[config.mk]
export PLATFORM = sky130hd
export DESIGN_NAME = n64_button_event_queue
export DESIGN_NICKNAME = d
export VERILOG_FILES = /design/src/rtl/n64_button_event_queue.sv
export SDC_FILE = /design/constraint.sdc
export NUM_CORES = 1
export LEC_CHECK = 0
export CAP_MARGIN = 10
export CORE_MARGIN = 10
export CORE_UTILIZATION = 40
export CTS_BUF_LIST = sky130_fd_sc_hd__clkbuf_4
export DETAILED_ROUTE_END_ITERATION = 8
export SLEW_MARGIN = 20
export SYNTH_ARGS = -nofsm -noshare
export SYNTH_HDL_FRONTEND = slang
export SYNTH_SLANG_ARGS = --single-unit
[constraint.sdc]
create_clock -name clk -period 5.4 [get_ports clk]
set_input_delay 1.08 -clock clk [delete_from_list [all_inputs] [get_ports clk]]
set_output_delay 1.08 -clock clk [all_outputs]
set_load 0.005 [all_outputs]
[src/rtl/n64_button_event_queue.sv]
// Diffs each N64 controller snapshot against the last committed one and queues button/stick events in a FWFT FIFO.
// Optional macro N64_EVT_TIMESTAMP_EN widens events to {timestamp[15:0], event[7:0]}.
module n64_button_event_queue #(
    parameter int unsigned  DEPTH       = 16,
    parameter logic [7:0]   DEADZONE    = 8'd16,
    parameter logic [15:0]  BUTTON_MASK = 16'hFF3F,
`ifdef N64_EVT_TIMESTAMP_EN
    localparam int unsigned EVT_W       = 24,
`else
    localparam int unsigned EVT_W       = 8,
`endif
    localparam int unsigned AW          = $clog2(DEPTH)
) (
    input  logic             clk,
    input  logic             rst_n,
    input  logic             enable,
    input  logic [31:0]      button_data,
    input  logic             evt_pop,
    input  logic             clear_overflow,
    output logic [EVT_W-1:0] evt_data,
    output logic             evt_valid,
    output logic [AW:0]      evt_count,
    output logic             overflow
);

    typedef enum logic [1:0] {IDLE, SCAN, STICK} state_e;

    // Zone bits are {up, down, left, right}; sign-extending to 9 bits keeps -128 and -DEADZONE exact.
    function automatic logic [3:0] zoneOf(input logic [15:0] xy);
        logic signed [8:0] x, y, dz;
        x  = {xy[15], xy[15:8]};
        y  = {xy[7], xy[7:0]};
        dz = {1'b0, DEADZONE};
        return {y > dz, y < -dz, x < -dz, x > dz};
    endfunction

    state_e      state_q, state_d;
    logic [3:0]  idx_q, idx_d;
    logic [31:0] cur_q, cur_d;
    logic [15:0] prev_buttons_q, prev_buttons_d;
    logic [3:0]  prev_zone_q, prev_zone_d;

    logic [15:0] liveButtons, curButtons;
    logic [3:0]  liveZone, curZone;
    logic        start;
    logic        pushValid;
    logic [7:0]  pushEvt;

    assign liveButtons = button_data[31:16] & BUTTON_MASK;
    assign curButtons  = cur_q[31:16] & BUTTON_MASK;
    assign liveZone    = zoneOf(button_data[15:0]);
    assign curZone     = zoneOf(cur_q[15:0]);
    assign start       = (state_q == IDLE) && enable &&
                         ((liveButtons != prev_buttons_q) || (liveZone != prev_zone_q));

    always_ff @(posedge clk or negedge rst_n) begin
        if (!rst_n) begin
            state_q        <= IDLE;
            idx_q          <= '0;
            cur_q          <= '0;
            prev_buttons_q <= '0;
            prev_zone_q    <= '0;
        end else begin
            state_q        <= state_d;
            idx_q          <= idx_d;
            cur_q          <= cur_d;
            prev_buttons_q <= prev_buttons_d;
            prev_zone_q    <= prev_zone_d;
        end
    end

    always_comb begin
        state_d        = state_q;
        idx_d          = idx_q;
        cur_d          = cur_q;
        prev_buttons_d = prev_buttons_q;
        prev_zone_d    = prev_zone_q;
        case (state_q)
            IDLE: begin
                if (start) begin
                    cur_d   = button_data;
                    idx_d   = '0;
                    state_d = SCAN;
                end
            end
            SCAN: begin
                idx_d = idx_q + 4'd1;
                if (idx_q == 4'd15) state_d = STICK;
            end
            STICK: begin
                prev_buttons_d = curButtons;
                prev_zone_d    = curZone;
                state_d        = IDLE;
            end
            default: state_d = IDLE;
        endcase
    end

    // Committed buttons are stored pre-masked, so a plain bit compare already honours the mask.
    always_comb begin
        pushValid = 1'b0;
        pushEvt   = '0;
        case (state_q)
            SCAN: begin
                if (curButtons[idx_q] != prev_buttons_q[idx_q]) begin
                    pushValid = 1'b1;
                    pushEvt   = {1'b0, curButtons[idx_q], 2'b00, idx_q};
                end
            end
            STICK: begin
                if (curZone != prev_zone_q) begin
                    pushValid = 1'b1;
                    pushEvt   = {4'b1000, curZone};
                end
            end
            default: ;
        endcase
    end

    logic [EVT_W-1:0] pushData;
`ifdef N64_EVT_TIMESTAMP_EN
    logic [16:0] prescale_q;
    logic [15:0] ticks_q, snap_ts_q;

    // One tick per 100000 clocks (1 ms); the snapshot time is frozen when the scan starts.
    always_ff @(posedge clk or negedge rst_n) begin
        if (!rst_n) begin
            prescale_q <= '0;
            ticks_q    <= '0;
            snap_ts_q  <= '0;
        end else begin
            if (prescale_q == 17'd99999) begin
                prescale_q <= '0;
                ticks_q    <= ticks_q + 16'd1;
            end else begin
                prescale_q <= prescale_q + 17'd1;
            end
            if (start) snap_ts_q <= ticks_q;
        end
    end
    assign pushData = {snap_ts_q, pushEvt};
`else
    assign pushData = pushEvt;
`endif

    logic [EVT_W-1:0] mem_q [DEPTH];
    logic [AW-1:0]    wr_ptr_q, rd_ptr_q;
    logic [AW:0]      count_q;
    logic             overflow_q;
    logic             full, popEn, pushEn, drop;

    assign full   = (count_q == (AW+1)'(DEPTH));
    assign popEn  = evt_pop && (count_q != '0);
    assign pushEn = pushValid && (!full || popEn);
    assign drop   = pushValid && full && !popEn;

    always_ff @(posedge clk or negedge rst_n) begin
        if (!rst_n) begin
            for (int i = 0; i < DEPTH; i++) mem_q[i] <= '0;
            wr_ptr_q   <= '0;
            rd_ptr_q   <= '0;
            count_q    <= '0;
            overflow_q <= 1'b0;
        end else begin
            if (pushEn) begin
                mem_q[wr_ptr_q] <= pushData;
                wr_ptr_q        <= wr_ptr_q + AW'(1);
            end
            if (popEn) rd_ptr_q <= rd_ptr_q + AW'(1);
            if (pushEn && !popEn)      count_q <= count_q + (AW+1)'(1);
            else if (!pushEn && popEn) count_q <= count_q - (AW+1)'(1);
            if (drop)                 overflow_q <= 1'b1;
            else if (clear_overflow)  overflow_q <= 1'b0;
        end
    end

    assign evt_data  = mem_q[rd_ptr_q];
    assign evt_valid = (count_q != '0);
    assign evt_count = count_q;
    assign overflow  = overflow_q;

endmodule

==> metrics.txt, run 1 <==
CP arrival 4.93 ns; overall power 4.54 mW; root cell of the clock tree clkbuf_4; fmax 224 MHz; sinks on the clock net 164; post-synth cell types 53; RD Place Congestion 0.783; vias in the first global route 5350; # DRC 0; gr usage total 0.138; Post-Syn Area 8180 um2; number of flops mapped to enable cells by yosys 0; Slew Viols, Final 0; Critical Path Source Type flip-flop; Synth Register Bits 164; worst vdd ir 299 uV; Synthesis Warnings 0; Final Instance Area 9180 um2; cts hold-fix bufs 0; synth-to-layout area growth 12.3%; CTS Buf Count 17; DR WL/cell 19.3 um; CTS H-tree lvls 4; clk buf depth 2; starting density of the core 0.406; # Max-Cap Violations 0; final setup margin 0.928 ns; Top FF cell, synth dfrtp_1; fillers 1820; final wirelength 17.3 mm; CTS tree done; gr ovfl total 0; Cell Count, Final, Fillers Out 899; fin nets 668; min Tclk post-route 4.47 ns; DRT Pass-1 Iters 4; Ports 52; Hold WS 0.516 ns; first-pass GRT wire length 28.8 mm; largest fanout on the critical path 19; Post-Place Cells 867; worst min path class flip-flop to flip-flop; worst setup path class flip-flop to flip-flop; placed inst area 8890 um2; Worst-Margin Slew 0.779 ns; Setup-failing EPs final 0; post-route ant nets 0; Seq/Total Area, Yosys 0.502; Worst Path Required 5.86 ns; via count 4803; core area 20200 um2; Clock Skews 0.0261 ns; Die X 163 um; Die Y 163 um; port bufs 47; worst skew pair latency 0.58 ns; ys async rst share 1.00; setup repair bufs after CTS 0; Power Density 495 nW/um2; clk slew on worst S/H paths 0.13 ns; Util after Layout 0.455; Crit. End Element flip-flop; CTS-repair resized insts 0; DP Wirelength 12.3 mm; initial antenna violation count 1; Mapped Avg Cell Area 14.3 um2; P_leak 4.10 nW; pin count of the biggest net entering global routing 86; layout cells sized above 1 0.377; Post-Place Worst Slack 0.911 ns; Fin Setup TNS 0 ns; RSZ-0062 raised after global routing false; Final Cycle Share 0.828; cells after synthesis 570; Die ar. 26600 um2; worst relative slew slack 0.478; Final Hold Fails 0; via-per-instance ratio 5.34; initial DRC count 250; status completed; Rows 52
synthesized netlist by cell type, drive strengths merged, types with 3 or more instances:
| library cell | count | area (um2) |
|---|---|---|
| nand3 | 9 | 45.0 |
| and2 | 5 | 31.3 |
| a21oi | 12 | 60.1 |
| ha | 14 | 175 |
| a22o | 3 | 30.0 |
| buf | 18 | 114 |
| nand2b | 4 | 25.0 |
| mux2 | 143 | 1630 |
| inv | 20 | 75.1 |
| xnor2 | 24 | 225 |
| mux4 | 36 | 811 |
| dfrtp | 164 | 4100 |
| o21ai | 9 | 45.0 |
| nand2 | 18 | 67.6 |
| clkbuf | 11 | 51.3 |
| nand4 | 19 | 224 |
| and3 | 5 | 31.3 |
| xor2 | 5 | 43.8 |
| mux2i | 6 | 60.1 |
| o41ai | 4 | 35.0 |
| nor2 | 12 | 47.6 |
state kept, by name, indices dropped and copies added, names as in the netlist:
| name | count |
|---|---|
| state_q | 2 |
| prev_buttons_q | 14 |
| wr_ptr_q | 4 |
| overflow | 1 |
| cur_q | 30 |
| idx_q | 4 |
| rd_ptr_q | 4 |
| mem_q | 96 |
| prev_zone_q | 4 |
| evt_count | 5 |
where the power goes:
group | leakage [nW] | switching (mW) | internal, mW | total, mW
clock | 0.156 | 0.440 | 0.323 | 0.763
combinational | 1.79 | 0.894 | 0.950 | 1.84
sequential | 2.15 | 0.342 | 1.59 | 1.93
cell families (layout without fill, tap and decap cells):
kind of cell,Yosys count,count (layout),synth area share
buffers and inverters,49,106,0.0294
adder cells (fa/ha/maj),15,15,0.0239
other,1,3,0.000458
XOR/XNOR,29,29,0.0329
AND/OR/NAND/NOR,81,81,0.0676
flip-flops,164,164,0.502
AO/OA/AOI/OAI,46,46,0.0389
multiplexers,185,185,0.305
layout by cell type (no fill, tap or decap), types with 3 or more instances in the layout:
master           instances
bufinv_16                3
buf_4                    8
mux2_2                 138
o41ai_1                  4
and3_1                   5
nand4_4                  7
dfrtp_1                164
mux2i_1                  6
a22o_2                   3
o21ai_0                  9
clkbuf_4                18
xnor2_1                 22
ha_1                    14
inv_1                   20
and2_1                   5
nand3_1                  9
nand2b_1                 4
clkdlybuf4s50_1         46
xor2_1                   5
mux2_4                   4
nand4_1                 12
nor2_1                  11
clkinv_2                 3
nand2_1                 18
a21oi_1                 12
mux4_2                  36
path summary, 6_finish.rpt:
check / from / endpoint / slack, ns / cells after the start
setup / recovery: idx_q[0] / evt_count[4] / 0.93 / 19
hold / removal: mem_q[8] / mem_q[8] / 0.52 / 1
setup reg to reg: idx_q[0] / evt_count[4] / 0.93 / 19
hold reg to reg: mem_q[8] / mem_q[8] / 0.52 / 1
max in group asynchronous: rst_n / mem_q[14] / 3.69 / 2
min in group asynchronous: rst_n / cur_q[31] / 0.56 / 1
area by class of cell:
cell class              count  area [um2]  share of cell area
clock buffers              18         135              0.0147
clock inverters            13         159              0.0173
inverters                  20        75.1             0.00817
diodes                      1        2.50            0.000272
flip-flops and latches    164        4100               0.447
repair buffers             55         532              0.0579
multi-input cells         358        3840               0.418
well taps                 270         338              0.0368
per-layer routing:
metal  global-route usage  share of wire  up-vias
met5                    0              0        -
met2                0.227           0.49       50
met1                0.179           0.47     2523
met4               0.0406          0.013        0
met3               0.0308          0.026       19
li1                     -              -     2211
worst max-delay path, stage by stage (launching register included):
cell and delay, ns:
dfrtp_1 0.76, mux4_2 0.58, inv_1 0.06, o22ai_1 0.07, nor2_1 0.10, a21oi_1 0.05, ha_1 0.32, nor2_1 0.21
and2_1 0.23, nand4b_4 0.36, nand2_1 0.18, inv_1 0.09, ha_1 0.21, inv_1 0.11, ha_1 0.33, a21o_1 0.19
a21oi_1 0.16, xnor2_1 0.13, nor2_1 0.07, xor2_1 0.14
Note: power is estimated with default switching activity, not from simulation.
==> run 2, diff against run 1 <==
==> constraint.sdc (replaced) <==
create_clock -name clk -period 4.2 [get_ports clk]
set_input_delay 0.84 -clock clk [delete_from_list [all_inputs] [get_ports clk]]
set_output_delay 0.84 -clock clk [all_outputs]
set_load 0.005 [all_outputs]
==> metrics.txt, run 2 (same netlist as run 1, synthesis figures left out) <==
Biggest register mem_q; Final Hold Fails 0; layout cells sized above 1 0.388; placed inst area 8950 um2; starting density of the core 0.406; worst setup path class flip-flop to flip-flop; post-route ant nets 0; Worst Path Required 4.65 ns; fin nets 673; Slew Viols, Final 0; vias in the first global route 5349; Fin Setup TNS 0 ns; via-per-instance ratio 5.32; cts hold-fix bufs 0; clk slew on worst S/H paths 0.14 ns; Final Cycle Share 0.922; P_leak 4.10 nW; Die X 163 um; fmax 258 MHz; CTS-repair resized insts 0; sinks on the clock net 164; worst skew pair latency 0.57 ns; worst vdd ir 332 uV; RD Place Congestion 0.821; DR WL/cell 18.8 um; Ports 52; largest fanout on the critical path 11; fillers 1853; first-pass GRT wire length 28.1 mm; storage element area 4100 um2; commonest non-fill, non-tap cells in the layout 164 x dfrtp_1, 138 x mux2_2, 46 x clkdlybuf4s50_1; # DRC 0; clk buf depth 2; initial DRC count 206; status completed; pin count of the biggest net entering global routing 80; min Tclk post-route 3.87 ns; CP arrival 4.32 ns; setup repair bufs after CTS 0; Worst path max stage delay 0.49 ns; Die Y 163 um; Rows 52; worst relative slew slack 0.494; synth-to-layout area growth 12.7%; Top Registers mem_q (96), cur_q (30), prev_buttons_q (14); RSZ-0062 raised after global routing false; Critical Path Source Type flip-flop; root cell of the clock tree clkbuf_4; CTS tree done; core area 20200 um2; CTS H-tree lvls 4; Final Instance Area 9210 um2; area occupied by multi-input gates 3850 um2; Util after Layout 0.457; via count 4816; Worst-Margin Slew 0.759 ns; worst path cell trace buf_12, mux4_2, inv_1, o22ai_1, nor2_1, a21oi_1, ha_1, nor2_4, and2_1, nand4b_4, nand2_1, inv_1, ha_2, inv_1, ha_1, a21o_1, a21oi_1, xnor2_1, nor2_1, xor2_1; Power Density 627 nW/um2; gr ovfl total 0; final wirelength 17.1 mm; DP Wirelength 12.4 mm; critical path's slowest cell mux4_2; CTS Buf Count 17; DRT Pass-1 Iters 4; worst min path class primary input to async pin; max FFs per register 96; Setup-failing EPs final 0; Clock Skews 0.0309 ns; initial antenna violation count 1; # Max-Cap Violations 0; port bufs 47; most used cell, CP inv_1; gr usage total 0.134; Die ar. 26600 um2; commonest non-fill, non-tap cell in the layout dfrtp_1; Crit. End Element flip-flop
run 2: final cells by class:
cell class	count	area share
Sequential cell	164	0.445
Multi-Input combinational cell	358	0.418
Timing Repair Buffer	60	0.0645
Tap cell	270	0.0367
Clock buffer	17	0.0139
Clock inverter	15	0.0134
Inverter	20	0.00815
Antenna cell	1	0.000272
run 2: critical path, delay by kind of cell, from the launching register on:
family          cells  cell delay [ns]
flops               1             0.41
compound gates      4             0.47
simple gates        6             0.81
mux                 1             0.49
buf+inv             4             0.41
fa+ha+maj           3             0.89
xor+xnor            2             0.26
run 2: power by group:
part | leakage (nW) | total, mW | internal, mW | switching (mW)
Sequential | 2.15 | 2.48 | 2.05 | 0.429
Combinational | 1.82 | 2.46 | 1.28 | 1.18
Clock | 0.124 | 0.843 | 0.247 | 0.596
run 2: metrics by stage:
| stage | worst slack (ns) | hold slack [ns] | cells | total power, mW |
|---|---|---|---|---|
| finish | 0.328 | 0.299 | 905 | 5.78 |
| global route | 0.0193 | 0.318 | 905 | 6.20 |
| CTS | 0.164 | 0.305 | 904 | 5.83 |
| detailed placement | 0.205 | 0.489 | 872 | 4.97 |
| global placement | 0.256 | 0.481 | 872 | 4.88 |
| floorplan | 0.186 | 0.474 | 571 | 4.28 |
run 2: worst paths after layout:
kind | to | cells past startpoint | start | slack, ns
worst max-delay path | evt_count[4] | 20 | idx_q[0] | 0.33
worst min-delay path | cur_q[9] | 1 | rst_n | 0.30
worst max register to register | evt_count[4] | 20 | idx_q[0] | 0.33
worst min register to register | mem_q[40] | 1 | mem_q[40] | 0.52
max in group asynchronous | mem_q[79] | 2 | rst_n | 2.92
min in group clk | mem_q[40] | 1 | mem_q[40] | 0.52
run 2: metal layers:
layer  GRT usage  up-vias  wire, um
met5           0        -         0
met3      0.0319       18       616
li1            -     2217         -
met1       0.170     2514      7890
met2       0.223       67      8360
met4      0.0361        0       183
